[src/rtl/instruction_fetch_unit_pkg.sv]
// Shared definitions for the fetch stage: widths, NOP encoding, fault causes
// and the IF/ID pipeline record.
package instruction_fetch_unit_pkg;

  localparam int XLEN    = 32;
  localparam int IMEM_AW = 10;

  localparam logic [XLEN-1:0] NOP_INST         = 32'h0000_0013;
  localparam logic [XLEN-1:0] RESET_PC_DEFAULT = 32'h0000_0000;

  typedef enum logic [1:0] {
    FF_NONE     = 2'b00,
    FF_MISALIGN = 2'b01,
    FF_RANGE    = 2'b10
  } fetch_fault_e;

  typedef struct packed {
    logic            valid;
    logic [XLEN-1:0] pc;
    logic [XLEN-1:0] pc_plus4;
    logic [XLEN-1:0] inst;
    fetch_fault_e    fault;
  } if_id_t;

  localparam if_id_t IF_ID_BUBBLE = '{
    valid:    1'b0,
    pc:       '0,
    pc_plus4: '0,
    inst:     NOP_INST,
    fault:    FF_NONE
  };

endpackage

[src/rtl/instruction_fetch_unit_if_id_register.sv]
// IF/ID pipeline register: flush loads a bubble and wins over stall;
// stall holds the current contents.
module if_id_register
  import instruction_fetch_unit_pkg::*;
(
  input  logic   clk,
  input  logic   rst_n,
  input  logic   stall,
  input  logic   flush,
  input  if_id_t d,
  output if_id_t q
);

  always_ff @(posedge clk or negedge rst_n) begin
    if (!rst_n) begin
      q <= IF_ID_BUBBLE;
    end else if (flush) begin
      q <= IF_ID_BUBBLE;
    end else if (!stall) begin
      q <= d;
    end
  end

endmodule

[src/rtl/instruction_fetch_unit.sv]
// Fetch front end: owns the PC, addresses instruction memory and captures the
// returned word (or a NOP plus fault cause) into the IF/ID register.
module instruction_fetch_unit
  import instruction_fetch_unit_pkg::*;
#(
  parameter logic [XLEN-1:0] RESET_PC            = RESET_PC_DEFAULT,
  parameter int              DATA_WIDTH          = XLEN,
  parameter int              INST_MEM_ADDR_WIDTH = IMEM_AW
) (
  input  logic                           clk,
  input  logic                           rst_n,
  input  logic                           stall_i,
  input  logic                           redirect_i,
  input  logic [DATA_WIDTH-1:0]          redirect_pc_i,
  output logic [INST_MEM_ADDR_WIDTH-1:0] imem_addr_o,
  input  logic [DATA_WIDTH-1:0]          imem_data_i,
  output logic [DATA_WIDTH-1:0]          pc_o,
  output logic                           if_id_valid_o,
  output logic [DATA_WIDTH-1:0]          if_id_pc_o,
  output logic [DATA_WIDTH-1:0]          if_id_pc_plus4_o,
  output logic [DATA_WIDTH-1:0]          if_id_inst_o,
  output logic [1:0]                     if_id_fault_o
);

  // Misalignment outranks out-of-range; a faulted fetch still advances.
  function automatic fetch_fault_e classify_fault(input logic [DATA_WIDTH-1:0] pc);
    if (pc[1:0] != 2'b00) return FF_MISALIGN;
    if ((pc >> (INST_MEM_ADDR_WIDTH + 2)) != '0) return FF_RANGE;
    return FF_NONE;
  endfunction

  logic [DATA_WIDTH-1:0] pc_p0;
  logic [DATA_WIDTH-1:0] pc_plus4_p0;
  fetch_fault_e          fault_p0;
  if_id_t                capture_p0;
  if_id_t                if_id_p1;

  assign pc_plus4_p0 = pc_p0 + DATA_WIDTH'(4);
  assign fault_p0    = classify_fault(pc_p0);

  always_ff @(posedge clk or negedge rst_n) begin
    if (!rst_n) begin
      pc_p0 <= RESET_PC;
    end else if (redirect_i) begin
      pc_p0 <= redirect_pc_i;
    end else if (!stall_i) begin
      pc_p0 <= pc_plus4_p0;
    end
  end

  assign imem_addr_o = pc_p0[INST_MEM_ADDR_WIDTH+1:2];
  assign pc_o        = pc_p0;

  assign capture_p0 = '{
    valid:    1'b1,
    pc:       pc_p0,
    pc_plus4: pc_plus4_p0,
    inst:     (fault_p0 == FF_NONE) ? imem_data_i : NOP_INST,
    fault:    fault_p0
  };

  // ---- stage boundary: IF -> IF/ID ----
  if_id_register u_if_id (
    .clk   (clk),
    .rst_n (rst_n),
    .stall (stall_i),
    .flush (redirect_i),
    .d     (capture_p0),
    .q     (if_id_p1)
  );

  assign if_id_valid_o    = if_id_p1.valid;
  assign if_id_pc_o       = if_id_p1.pc;
  assign if_id_pc_plus4_o = if_id_p1.pc_plus4;
  assign if_id_inst_o     = if_id_p1.inst;
  assign if_id_fault_o    = if_id_p1.fault;

endmodule
[config.mk]
export PLATFORM = sky130hd
export DESIGN_NAME = instruction_fetch_unit
export DESIGN_NICKNAME = d
export VERILOG_FILES = /design/src/rtl/instruction_fetch_unit_pkg.sv /design/src/rtl/instruction_fetch_unit_if_id_register.sv /design/src/rtl/instruction_fetch_unit.sv
export SDC_FILE = /design/constraint.sdc
export NUM_CORES = 1
export LEC_CHECK = 0
export ABC_AREA = 0
export CORE_MARGIN = 1
export CORE_UTILIZATION = 47
export CTS_BUF_LIST = sky130_fd_sc_hd__clkbuf_8
export DETAILED_ROUTE_END_ITERATION = 8
export PLACE_DENSITY = 0.79
export SETUP_SLACK_MARGIN = 0.4
export SLEW_MARGIN = 20
export SYNTH_ARGS = -nofsm -noshare
export SYNTH_HDL_FRONTEND = slang
export SYNTH_SLANG_ARGS = --single-unit
[constraint.sdc]
create_clock -name clk -period 2.5 [get_ports clk]
set_clock_uncertainty 0.05 [all_clocks]
set_input_delay 0.25 -clock clk [delete_from_list [all_inputs] [get_ports clk]]
set_output_delay 0.25 -clock clk [all_outputs]
set_load 0.005 [all_outputs]
**Yosys cells after proc, flatten, opt, wreduce, memory -nomap -nowiden**

Index checks and enable logic that the tools add are counted.

- Bits in registers: 131
- Output and inout port bits: 141
- Logic and storage cells: 23

- Add/sub/neg operators: 1
- Eq/ne operators: 1
- Muxes and demuxes: 12
- Reduce and logical (&&, ||, !) cells: 3

Operators by type and width:

| operator | number |
|---|---|
| $mux W99 | 2 |
| $mux W32 | 3 |
| $add A32 B3 Y32 const B | 1 |
| $reduce_bool A32 Y1 | 1 |
| $mux W2 | 4 |
| $mux W1 | 3 |
| $logic_not A2 Y1 | 1 |
| $ne A2 B1 Y1 const B | 1 |
| $reduce_bool A2 Y1 | 1 |

**Depth between registers and ports, before layout**

- Depth in word-level cells: 9
- Gate-level depth with buffers: 6
- Depth with buffers taken out: 5

**By module**

From an unflattened synthesis, not the netlist that was laid out.

- Cell total of the unflattened synthesis: 709
- Area, all modules: 7130.6 um^2

By module, submodules not included:

| module | instances | cells each | area each (um^2) | sequential area each (um^2) |
|---|---|---|---|---|
| if_id_register | 1 | 319 | 4107.7 | 2481.1 |
| instruction_fetch_unit | 1 | 390 | 3022.9 | 800.8 |

**Least setup slack after synthesis**

OpenSTA, ideal clock, no wires.

- Path type: reg-to-reg
- Start: register pc_p0[2], in the netlist pc_o[2]
- End: register pc_p0[20], in the netlist pc_o[20]
- Data arrival time: 2119 ps
- Data required time: 2368 ps
- Setup slack: 249 ps
- Cell stages (with the launch flop): 7
- Period minus slack after synthesis: 2251 ps
- Path through: dfrtp_1 -> ha_1 -> nand3_1 -> or4_1 -> clkbuf_1 -> or4_1 -> a31oi_1

- Word-level cells in the longest chain between the ends: 3

RTL lines:

| item | line | text |
|---|---|---|
| from (decl) | instruction_fetch_unit.sv:32 | `logic [DATA_WIDTH-1:0] pc_p0;` |
| from (signal assigned) | instruction_fetch_unit.sv:45 | `pc_p0 <= redirect_pc_i;` |
| from (signal assigned) | instruction_fetch_unit.sv:47 | `pc_p0 <= pc_plus4_p0;` |
| $add A32 B3 Y32 | instruction_fetch_unit.sv:38 | `assign pc_plus4_p0 = pc_p0 + DATA_WIDTH'(4);` |
| $mux W32 | instruction_fetch_unit.sv:46 | `end else if (!stall_i) begin` |
| $mux W32 | instruction_fetch_unit.sv:44 | `end else if (redirect_i) begin` |

No other way between the ends. The select of a mux whose other input is x is not followed.
A chain may end at the register's enable or synchronous reset.

**Worst setup path in the final report**

- Start: register pc_p0[3], in the netlist pc_o[3]
- End: register pc_p0[31], in the netlist pc_o[31]

The elaborated chain is that of the path after synthesis.

==> impl_metrics.yaml <==
placed_design:
  dp_cells: 957
  hpwl_um: 13100
  io_buffers: 208
  gp_congestion: 0.855
logic_synthesis:
  synth_area_leaders: "dfrtp_1 (51%), nor2_1 (4.8%), mux2i_1 (4.5%)"
  yosysTopAreaCellShare_pct: 50.8
  ys_seq_elements: 129
  yosysWarnings: 0
  ys_types: 46
  synth_nets: 684
  ys_seq_area_share_pct: 52.0
  yosysTopAreaCell: "dfrtp_1"
  syn-cell-area_sq_um: 6210
  syn_inst: 615
  synth_ff_type: "dfrtp_1"
  async_reset_ff_share_pct: 100
  syn_area_per_cell_sq_um: 10.1
  synth_edf_count: 0
finish:
  layout.cells.non_filler: 1014
  layout-drive-gt1-share_pct: 14.4
  mostFrequentLayoutCell: "clkdlybuf4s50_1"
  layout_common_cells: "clkdlybuf4s50_1 (205), dfrtp_1 (109), nor2_1 (78), buf_4 (48), nand2_1 (40)"
  layout.nets: 898
  area_growth_pct: 46.1
  diodes: 0
worst_setup_path:
  r2r_end: "pc_o[31]$_DFFE_PN0N_"
  cp_max_fo: 7
  rrSetupSlack_ns: 0.44
  reg2reg_depth: 5
  critPathKind: "flip-flop to flip-flop"
  required_ns: 2.82
  arrival_ns: 2.38
  start_kind: "flip-flop"
  critPathCaptureType: "flip-flop"
  worstReg2RegStart: "pc_o[3]$_DFFE_PN0N_"
job:
  maxCapViolations: 0
clock_tree:
  clkTransAtPathRegs_ns: 0.07
  cts_buffers: 17
  clock_sinks: 129
  clk_path_buf_depth: 2
  cts_root_buffer: "clkbuf_8"
  cts_tree: "yes"
  htreeDepth: 4
  clock_latency_ns: 0.45
timing:
  rsz0062_at_grt: "true"
  max_slew.worst_pin.slew_ns: 0.869
  fin_crit_ns: 2.06
  hold_viol_final: 0
  maxSlewHeadroom_pct: 42.0
  fin_crit_sh_pct: 82.6
  maxSlewViolCount: 0
  max_freq_mhz: 484
  finalSetupViolCount: 0
  final.setup.tns_ns: 0
routing:
  drt-pass1-iter-count: 7
  drtIter0Drc: 357
  wl_per_cell_um: 18.8
  drcViolationCount: 0
  wl_um: 19000
  vias: 5854
  via_per_inst: 5.77
  ant_nets: 0
global_routing:
  globalRouteTotalUtil_pct: 27.7
  grt_pass1_vias: 5427
  grt-ovfl-total: 0
  grt_pass1_wl_um: 28300
  antenna_found_initial: 0
  grt_max_degree: 95
die:
  rows: 41
  dieWidth_um: 117
  num_io_pins: 209
  core-area_sq_um: 12800
  fp.dieH_um: 117
  dieArea_sq_um: 13700
  start_util_pct: 48.6
power:
  power-per-cell-area_nw_per_um2: 565
  peakVddDrop_mv: 0.361
  power.total_uw: 5120
  power_leakage_uw: 0.00375
hold_path:
  hold_path_end: "u_if_id.q[94]$_DFFE_PN0N_"
  min-delay-start: "redirect_i"
  hold_depth: 2
  hold_path_class: "input port to flip-flop"
status:
  status: "completed"
-- registers in the layout, summed over array words and instances, names as in the netlist --
register	flops
u_if_id.q	97
pc_o	32
-- worst max-delay path: stages (launching register included) --
cell     delay (ns)
dfrtp_2        0.38
buf_4          0.15
nand4_2        0.16
or4_4          0.61
or4_1          0.48
a31oi_1        0.17
-- cell families after synthesis --
logic type | count (synthesis) | share of synthesized area, %
AND/OR/NAND/NOR | 218 | 18.2
buffers and inverters | 78 | 5.92
adder cells (fa/ha/maj) | 1 | 0.201
AO/OA/AOI/OAI | 135 | 15.3
XOR/XNOR | 24 | 3.39
flip-flops | 129 | 52.0
multiplexers | 30 | 4.88
-- synthesized netlist by cell type, drive strengths merged (2+ instances only) --
cell type    n
dfrtp      126
nor2        79
nand2       41
buf         33
clkbuf      32
a22o        29
mux2i       28
or4         27
o21ai       26
xnor2       22
o31ai       18
a21oi       17
a31oi       14
nand3       13
a311oi      12
inv         12
nand4       12
nor4        12
nor3        10
a211oi       9
or3          8
and4         6
nand2b       4
dfstp        3
or2          3
a2111oi      2
a221oi       2
mux2         2
nor2b        2
xor2         2
-- how the worst max path moves through the flow --
stage	from	to	depth (start not counted)	slack [ns]
global route	pc_o[3]$_DFFE_PN0N_	pc_o[31]$_DFFE_PN0N_	5	0.32
floorplan	pc_o[5]$_DFFE_PN0N_	pc_o[29]$_DFFE_PN0N_	6	0.41
finish	pc_o[3]$_DFFE_PN0N_	pc_o[31]$_DFFE_PN0N_	5	0.44
global placement	pc_o[7]$_DFFE_PN0N_	pc_o[31]$_DFFE_PN0N_	4	0.27
CTS	pc_o[14]$_DFFE_PN0N_	pc_o[31]$_DFFE_PN0N_	4	0.41
detailed placement	pc_o[8]$_DFFE_PN0N_	pc_o[24]$_DFFE_PN0N_	4	0.18
-- cell type report --
type	instances	area, sq um
clock buffers	21	289
repair buffers	259	2480
well taps	172	215
multi-input cells	409	2680
inverters	13	48.8
fillers	926	3700
flip-flops and latches	129	3250
clock inverters	11	100
-- report_power, final --
part	switching (uW)	total (uW)	internal [uW]
sequential	138	2360	2220
clock	795	1760	967
combinational	454	1000	550
-- stage by stage --
step	cell area, sq um	setup WS [ns]	utilization (%)	hold WS (ns)
finish	9070	0.435	71.0	0.126
global route	9070	0.324	71.0	0.118
CTS	8920	0.412	69.8	0.101
detailed placement	8430	0.176	66.0	0.341
global placement	8430	0.267	66.0	0.338
floorplan	6230	0.406	-	-0.0956
-- metal layers --
| layer | global-route usage [%] | part of all wire, % | up-vias |
|---|---|---|---|
| li1 | - | - | 2654 |
| met1 | 35.3 | 41 | 2869 |
| met2 | 45.0 | 48 | 299 |
| met3 | 7.11 | 8.3 | 32 |
| met4 | 11.6 | 2.4 | 0 |
| met5 | 0 | 0 | - |
-- what timing repair did --
item / in CTS / in global routing
endpoints found under the hold margin: 90 / 0
cloned: 0 / 1
buffers inserted: 10 / 13
hold buffers: 1 / 0
pin swaps: 2 / 5
endpoints found under the setup margin: 25 / 52
gates resized for setup: 13 / 11
Note: power is estimated with default switching activity, not from simulation.
